[src/rtl/wallace_mul_pkg.sv]
// Shared constants for the Wallace-tree multiplier.
// Define WALLACE_MUL_PIPE_EN to add a register between the reduction tree and the final adder.
package wallace_mul_pkg;

    localparam int MUL_IN_W  = 16;
    localparam int MUL_OUT_W = 32;

`ifdef WALLACE_MUL_PIPE_EN
    localparam int MUL_LATENCY = 3;
`else
    localparam int MUL_LATENCY = 2;
`endif

    // 16 -> 11 -> 8 -> 6 -> 4 -> 3 -> 2 rows
    localparam int N_LEVELS = 6;

    // Each level turns every complete group of three rows into a sum row and a carry row.
    // Leftover rows pass through unchanged.
    function automatic int rows_at(input int level);
        int n;
        n = MUL_IN_W;
        for (int l = 0; l < level; l++) begin
            n = (n / 3) * 2 + (n % 3);
        end
        return n;
    endfunction

endpackage

[src/rtl/csa_3to2.sv]
// Bit-level 3:2 compressor (full adder).
// Tie cin to 0 to get a half adder.
module csa_3to2 (
    input  logic a,
    input  logic b,
    input  logic cin,
    output logic sum,
    output logic cout
);

    assign sum  = a ^ b ^ cin;
    assign cout = (a & b) | (cin & (a ^ b));

endmodule

[src/rtl/wallace_multiplier.sv]
// Pipelined unsigned 16x16 -> 32 multiplier built from a Wallace reduction tree and a carry-propagate adder.
// Optional macro WALLACE_MUL_PIPE_EN registers the two reduced rows, which adds one cycle of latency.
module wallace_multiplier
    import wallace_mul_pkg::*;
(
    input  logic                 clk,
    input  logic                 rst,
    input  logic [MUL_IN_W-1:0]  A,
    input  logic [MUL_IN_W-1:0]  B,
    output logic [MUL_OUT_W-1:0] C
);

    localparam int W = MUL_OUT_W;

    logic [MUL_IN_W-1:0] a_d, a_q;
    logic [MUL_IN_W-1:0] b_d, b_q;
    logic [W-1:0]        c_d, c_q;
    logic [W-1:0]        red_d [2];
    logic [W-1:0]        fin_a, fin_b;

    always_comb begin
        a_d = A;
        b_d = B;
    end

    // NOTE: state uses non-blocking assignments so every register sees pre-edge values of the others.
    always_ff @(posedge clk or posedge rst) begin
        if (rst) begin
            a_q <= '0;
            b_q <= '0;
            c_q <= '0;
        end else begin
            a_q <= a_d;
            b_q <= b_d;
            c_q <= c_d;
        end
    end

    // Each level holds its rows in its own array. Carries out of bit 31 are dropped, because the
    // true product always fits in 32 bits.
    for (genvar l = 0; l <= N_LEVELS; l++) begin : lvl_g
        localparam int N = rows_at(l);
        logic [W-1:0] r [N];

        if (l == 0) begin : pp_g
            for (genvar i = 0; i < N; i++) begin : row_g
                assign r[i] = W'({MUL_IN_W{b_q[i]}} & a_q) << i;
            end
        end else begin : csa_g
            localparam int NP = rows_at(l - 1);
            localparam int G  = NP / 3;
            logic unused_cout [G];

            for (genvar g = 0; g < G; g++) begin : grp_g
                assign r[2*g+1][0] = 1'b0;
                for (genvar k = 0; k < W; k++) begin : col_g
                    if (k < W - 1) begin : fa_g
                        csa_3to2 u_csa (
                            .a    (lvl_g[l-1].r[3*g][k]),
                            .b    (lvl_g[l-1].r[3*g+1][k]),
                            .cin  (lvl_g[l-1].r[3*g+2][k]),
                            .sum  (r[2*g][k]),
                            .cout (r[2*g+1][k+1])
                        );
                    end else begin : top_g
                        csa_3to2 u_csa (
                            .a    (lvl_g[l-1].r[3*g][k]),
                            .b    (lvl_g[l-1].r[3*g+1][k]),
                            .cin  (lvl_g[l-1].r[3*g+2][k]),
                            .sum  (r[2*g][k]),
                            .cout (unused_cout[g])
                        );
                    end
                end
            end

            for (genvar m = 0; m < NP - 3 * G; m++) begin : pass_g
                assign r[2*G+m] = lvl_g[l-1].r[3*G+m];
            end
        end
    end

    always_comb begin
        red_d[0] = lvl_g[N_LEVELS].r[0];
        red_d[1] = lvl_g[N_LEVELS].r[1];
    end

`ifdef WALLACE_MUL_PIPE_EN
    logic [W-1:0] red_q [2];

    always_ff @(posedge clk or posedge rst) begin
        if (rst) begin
            red_q[0] <= '0;
            red_q[1] <= '0;
        end else begin
            red_q[0] <= red_d[0];
            red_q[1] <= red_d[1];
        end
    end

    always_comb begin
        fin_a = red_q[0];
        fin_b = red_q[1];
    end
`else
    always_comb begin
        fin_a = red_d[0];
        fin_b = red_d[1];
    end
`endif

    always_comb begin
        c_d = fin_a + fin_b;
    end

    assign C = c_q;

endmodule

[config.mk]
export PLATFORM = sky130hd
export DESIGN_NAME = wallace_multiplier
export DESIGN_NICKNAME = d
export VERILOG_FILES = /design/src/rtl/wallace_mul_pkg.sv /design/src/rtl/csa_3to2.sv /design/src/rtl/wallace_multiplier.sv
export SDC_FILE = /design/constraint.sdc
export NUM_CORES = 1
export LEC_CHECK = 0
export CORE_ASPECT_RATIO = 1.25
export CORE_MARGIN = 8
export CORE_UTILIZATION = 65
export CTS_CLUSTER_SIZE = 16
export DETAILED_ROUTE_END_ITERATION = 8
export PLACE_DENSITY = 0.87
export SYNTH_ARGS = -nofsm -noshare
export SYNTH_HDL_FRONTEND = slang
export SYNTH_SLANG_ARGS = --single-unit
[constraint.sdc]
create_clock -name clk -period 15.6 [get_ports clk]
set_clock_uncertainty 0.05 [all_clocks]
set_input_delay 3.9 -clock clk [delete_from_list [all_inputs] [get_ports clk]]
set_output_delay 3.9 -clock clk [all_outputs]
set_load 0.02 [all_outputs]
==> results of run 1 <==
==> worst reg2reg max path, stage by stage, from the launching register on <==
cell and delay (ns):
dfrtp_1 0.75, nand2_1 0.17, fa_1 0.56, inv_1 0.06, fa_1 0.57, fa_1 0.43, fa_1 0.50, fa_1 0.55
inv_1 0.05, fa_1 0.52, inv_1 0.04, ha_1 0.39, and3_1 0.24, nand4_1 0.11, a21o_1 0.19, a31oi_1 0.17
o22ai_1 0.15, or3b_1 0.41, nand3_1 0.10
==> sequential cells by signal, summed over array words and instances (netlist names) <==
register and cells:
C 32, a_q 16, b_q 16
==> area by class of cell <==
| type | instances | area [sq um] | area share (%) |
|---|---|---|---|
| clock buffers | 9 | 225.2 | 2.099 |
| flip-flops and latches | 64 | 1602 | 14.92 |
| repair buffers | 66 | 658.1 | 6.133 |
| clock inverters | 7 | 71.32 | 0.6646 |
| well taps | 182 | 227.7 | 2.122 |
| inverters | 213 | 799.5 | 7.450 |
| multi-input cells | 681 | 7148 | 66.61 |
==> worst paths after layout <==
| path | startpoint | endpoint | slack [ns] | cells after the start |
|---|---|---|---|---|
| setup / recovery | b_q[9] | C[30] | 9.53 | 18 |
| hold / removal | a_q[0] | C[0] | 0.82 | 1 |
| setup reg to reg | b_q[9] | C[30] | 9.53 | 18 |
| hold reg to reg | a_q[0] | C[0] | 0.82 | 1 |
| max in group asynchronous | rst | a_q[14] | 10.87 | 3 |
| min in group asynchronous | rst | C[13] | 4.08 | 3 |
==> cells by family (layout without fill, tap and decap cells) <==
family | count (synthesis) | count (layout) | synth area share, %
simple gates | 309 | 309 | 15.14
fa+ha+maj | 278 | 278 | 51.49
buf+inv | 249 | 295 | 9.663
compound gates | 71 | 71 | 5.038
flops | 64 | 64 | 16.54
xor+xnor | 20 | 20 | 1.809
mux | 3 | 3 | 0.3230
==> synthesized netlist by cell type, drive strengths merged, types with 2 or more instances <==
cell type	n
inv	213
fa	201
nand2	178
and2	93
ha	77
dfrtp	64
clkbuf	35
a21oi	24
a21o	18
xnor2	15
nor2	13
o21ai	9
and3	6
xor2	5
nand3	4
nand4	3
a211oi	2
a31oi	2
a41o	2
mux2i	2
nand2b	2
nor2b	2
nor3b	2
o21a	2
o21bai	2
o41ai	2
==> routing by layer <==
layer | global-route usage, % | wire length (microns)
met3 | 4.272 | 1169
met4 | 19.07 | 1721
met2 | 44.52 | 12230
met1 | 25.61 | 7399
met5 | 0 | 0
==> per-stage QoR <==
stage          utilization (%)  area (sq um)  cells
2_1_floorplan                -          9686    994
3_3_place_gp             70.68         10440   1206
3_5_place_dp             70.68         10440   1206
4_1_cts                  72.69         10730   1222
5_1_grt                  72.69         10730   1222
6_report                 72.69         10730   1222
==> flow_metrics.tcl, run 1 <==
set metrics [dict create \
    critPathSlowestCell "dfrtp_1" \
    crit_path_max_incr_delay_ns 0.75 \
    drive_gt1_share_pct 2.308 \
    drt-vias-per-instance 5.814 \
    drtAntennaViolNets 0 \
    dr_total_vias 7105 \
    finalSetupViolations 0 \
    mostFrequentLayoutCell "inv_1" \
    final-hold-violation-count 0 \
    grt_pass1_wl_mm 37.57 \
    fin_hold_ws_ns 0.8249 \
    first_iter_violations 469 \
    drc_errors 0 \
    syn_nets 1306 \
    dieHeight_microns 152.5 \
    drt_first_pass_iters 5 \
    cts_buffers 9 \
    clk_pin_slew_ns 0.06 \
    avgSynthCellArea_sq_um 9.744 \
    cts_setup_buffers 0 \
    criticalPathCategory "register to register" \
    startpoint_type "register" \
    clockBufferDepth 2 \
    cts_tree "done" \
    n_fill_cell 1009 \
    pre_cts_ws_ns 9.634 \
    fin_crit_sh_pct 38.93 \
    cts.sinks 64 \
    cts_resized 0 \
    die_area_sq_mm 0.01909 \
    fmax_ghz 0.1647 \
    ys_warn_count 0 \
    wl_per_cell_microns 18.43 \
    crit_path_frequent_cell "fa_1" \
    max_cap_viol_count 0 \
    hpwl_mm 17.61 \
    track_usage_pct 24.94 \
    worstPathRequired_ns 15.83 \
    synth_top_area_cell "fa_1" \
    synth_ff_type "dfrtp_1" \
    grt_max_degree 65 \
    rows 50 \
    arrival_ns 6.30 \
    synth_edf_count 0 \
    io_pins 66 \
    start_util_pct 65.60 \
    numPortBuffers 65 \
    synthArstFlopShare_pct 100.0 \
    htreeDepth 3 \
    fin_nets 1347 \
    cp_top_family "adder cells" \
    synth_area_sq_mm 0.009686 \
    fp.dieW_microns 125.2 \
    synth-seq-cells 64 \
    grt_pass1_vias 8078 \
    worst_slew_pin_slew_ns 0.8452 \
    coreArea_sq_mm 0.01476 \
    hp-class "register to register" \
    area_growth_pct 10.80 \
    max_slew_margin_pct 43.65 \
    period_minus_slack_ns 6.073 \
    final_max_slew_viol_count 0 \
    yosysUniqueCellTypes 47 \
    fin_tns_setup_ns 0 \
    rsz0062_at_grt "false" \
    netlist_top_cells_area "fa_1 (42%), dfrtp_1 (17%), ha_1 (9.9%)" \
    clkLatencyLatePin_ns 0.35 \
    ys_seq_area_share_pct 16.54 \
    antenna_found_initial 0 \
    antenna_cells 0 \
    path_cells "nand2_1, fa_1, inv_1, fa_1, fa_1, fa_1, fa_1, inv_1, fa_1, inv_1, ha_1, and3_1, nand4_1, a21o_1, a31oi_1, o22ai_1, or3b_1, nand3_1" \
    routed_wl_mm 22.52 \
    layout_common_cells "inv_1 (212), fa_1 (201), nand2_1 (178)" \
    worstPathMaxFanout 16 \
    synth_top_area_share_pct 41.55 \
    critPathBufInv 3 \
    overflow 0 \
    gp_congestion 0.9015 \
    syn-instance-count 994 \
    setup_ws_ns 9.527 \
    worstSetupEndpointType "register" \
    root_buffer "clkbuf_16" \
    ctsHoldBuffers 0 \
    status "complete, no violations" \
]
Power of run 1 is not shown: default switching activity piles up to over one toggle a cycle in this logic, so the estimate is an artifact.
==> run 2: changes to the inputs <==
--- a/config.mk
+++ b/config.mk
@@ -7,10 +7,10 @@
 export LEC_CHECK = 0
 export CORE_ASPECT_RATIO = 1.25
 export CORE_MARGIN = 8
-export CORE_UTILIZATION = 65
+export CORE_UTILIZATION = 62
 export CTS_CLUSTER_SIZE = 16
 export DETAILED_ROUTE_END_ITERATION = 8
-export PLACE_DENSITY = 0.87
+export PLACE_DENSITY = 0.83
 export SYNTH_ARGS = -nofsm -noshare
 export SYNTH_HDL_FRONTEND = slang
 export SYNTH_SLANG_ARGS = --single-unit
==> constraint.sdc (replaced) <==
create_clock -name clk -period 6.2 [get_ports clk]
set_clock_uncertainty 0.05 [all_clocks]
set_input_delay 1.55 -clock clk [delete_from_list [all_inputs] [get_ports clk]]
set_output_delay 1.55 -clock clk [all_outputs]
set_load 0.02 [all_outputs]
==> run 2 against run 1 <==
  * Register-to-register slack got worse by 9.3 ns
  * Fmax up 2.4%
  * Hold slack got worse by 0.0019 ns
  * Die area up 4.3%
  * Routed wire length down 1.4%
  * Utilization fell by 2.3 points
  * Sequential share of layout area about the same
  * Non-clock buffer count up 5
  * Setup slack worse by 9.3 ns
  * Sequential cell count is the same
  * Largest cell class unchanged
  * Highest routed layer unchanged
==> flow_metrics.tcl, run 2 (synthesis gave the netlist of run 1 again) <==
set metrics [dict create \
    status "complete, no violations" \
    hp-class "register to register" \
    drt_first_pass_iters 5 \
    antenna_cells 0 \
    first_iter_violations 450 \
    max_slew_margin_pct 43.96 \
    hpwl_mm 17.60 \
    arrival_ns 6.16 \
    n_fill_cell 1184 \
    worstPathRequired_ns 6.44 \
    area_growth_pct 12.14 \
    gp_congestion 0.8761 \
    start_util_pct 62.72 \
    startpoint_type "register" \
    numPortBuffers 65 \
    wl_per_cell_microns 17.67 \
    cts_tree "done" \
    io_pins 66 \
    antenna_found_initial 0 \
    root_buffer "clkbuf_16" \
    criticalPathCategory "register to register" \
    drc_errors 0 \
    fin_nets 1352 \
    clkLatencyLatePin_ns 0.35 \
    fp.dieW_microns 127.8 \
    cts_buffers 9 \
    routed_wl_mm 22.21 \
    largest_reg_flops 32 \
    htreeDepth 3 \
    final_max_slew_viol_count 0 \
    rows 51 \
    clockBufferDepth 2 \
    drive_gt1_share_pct 4.402 \
    worstPathMaxFanout 16 \
    coreArea_sq_mm 0.01544 \
    drt-vias-per-instance 5.512 \
    worstSetupEndpointType "register" \
    period_minus_slack_ns 5.928 \
    grt_pass1_vias 7832 \
    dr_total_vias 6929 \
    fin_tns_setup_ns 0 \
    cts.sinks 64 \
    finalSetupViolations 0 \
    max_cap_viol_count 0 \
    ctsHoldBuffers 0 \
    fmax_ghz 0.1687 \
    final-hold-violation-count 0 \
    overflow 0 \
    grt_max_degree 65 \
    worst_slew_pin_slew_ns 0.8406 \
    clk_pin_slew_ns 0.06 \
    drtAntennaViolNets 0 \
    mostFrequentLayoutCell "inv_1" \
    die_area_sq_mm 0.01990 \
    dieHeight_microns 155.7 \
    rsz0062_at_grt "false" \
    fin_crit_sh_pct 95.62 \
    grt_pass1_wl_mm 37.43 \
    layout_common_cells "inv_1 (212), fa_1 (201), nand2_1 (178)" \
    track_usage_pct 24.31 \
]
[run 2: cell types whose count changed in the layout (fill, tap and decap cells not counted)]
cell and change:
dfrtp_1 -17, clkinv_2 -2, bufinv_16 +1, dfrtp_2 +17, buf_4 +5, clkbuf_8 +1
[run 2: layer usage]
layer	up-vias	track usage [%]	share of wire, %
met2	271	43.84	55
met1	3531	26.13	34
met4	0	14.42	5.2
met5	-	0	0
li1	3038	-	-
met3	89	4.138	5.5
[run 2: area by class of cell]
class                           count  area (sq um)  area share [%]
Clock buffer                       10         239.0           2.200
Inverter                          213         799.5           7.361
Sequential cell                    64          1623           14.94
Clock inverter                      6         91.34          0.8409
Timing Repair Buffer               71         695.7           6.405
Multi-Input combinational cell    681          7148           65.81
Tap cell                          212         265.3           2.442
[run 2: critical path: stages, from the launching register on]
cell and delay (ns):
dfrtp_1 0.66, nand2_1 0.18, fa_1 0.51, fa_1 0.52, inv_1 0.05, fa_1 0.47
fa_1 0.53, fa_1 0.55, inv_1 0.06, fa_1 0.53, inv_1 0.04, ha_1 0.39
and3_1 0.25, nand4_1 0.12, a21o_1 0.18, a31oi_1 0.16, o22ai_1 0.13, or3b_1 0.39
nand3_1 0.08
[run 2: final timing paths]
path                       endpoint  cells past startpoint  startpoint  slack (ns)
max                           C[30]                     18      a_q[9]        0.27
min                            C[0]                      1      a_q[0]        0.82
max reg2reg                   C[30]                     18      a_q[9]        0.27
min reg2reg                    C[0]                      1      a_q[0]        0.82
max in group asynchronous    a_q[8]                      3         rst        3.78
min in group asynchronous     C[10]                      3         rst        1.72
[run 2: stage by stage]
step                      utilization, %  hold WS (ns)  worst slack [ns]  instance area [sq um]  instances
after global routing               70.34        0.8579           0.02381                  10860       1257
after floorplan                        -        0.4716            0.5911                   9686        994
after global placement             68.06        0.8091            0.3202                  10510       1241
after detailed placement           68.06        0.8080            0.1891                  10510       1241
after CTS                          70.20        0.8194            0.1802                  10840       1257
final                              70.34        0.8230            0.2716                  10860       1257
[run 2: what timing repair did]
item                       4_1_cts  5_1_grt
resized for setup                0       17
buffers inserted                 0        0
setup endpoints to repair        0        5
Power of run 2 is left out for the same reason.
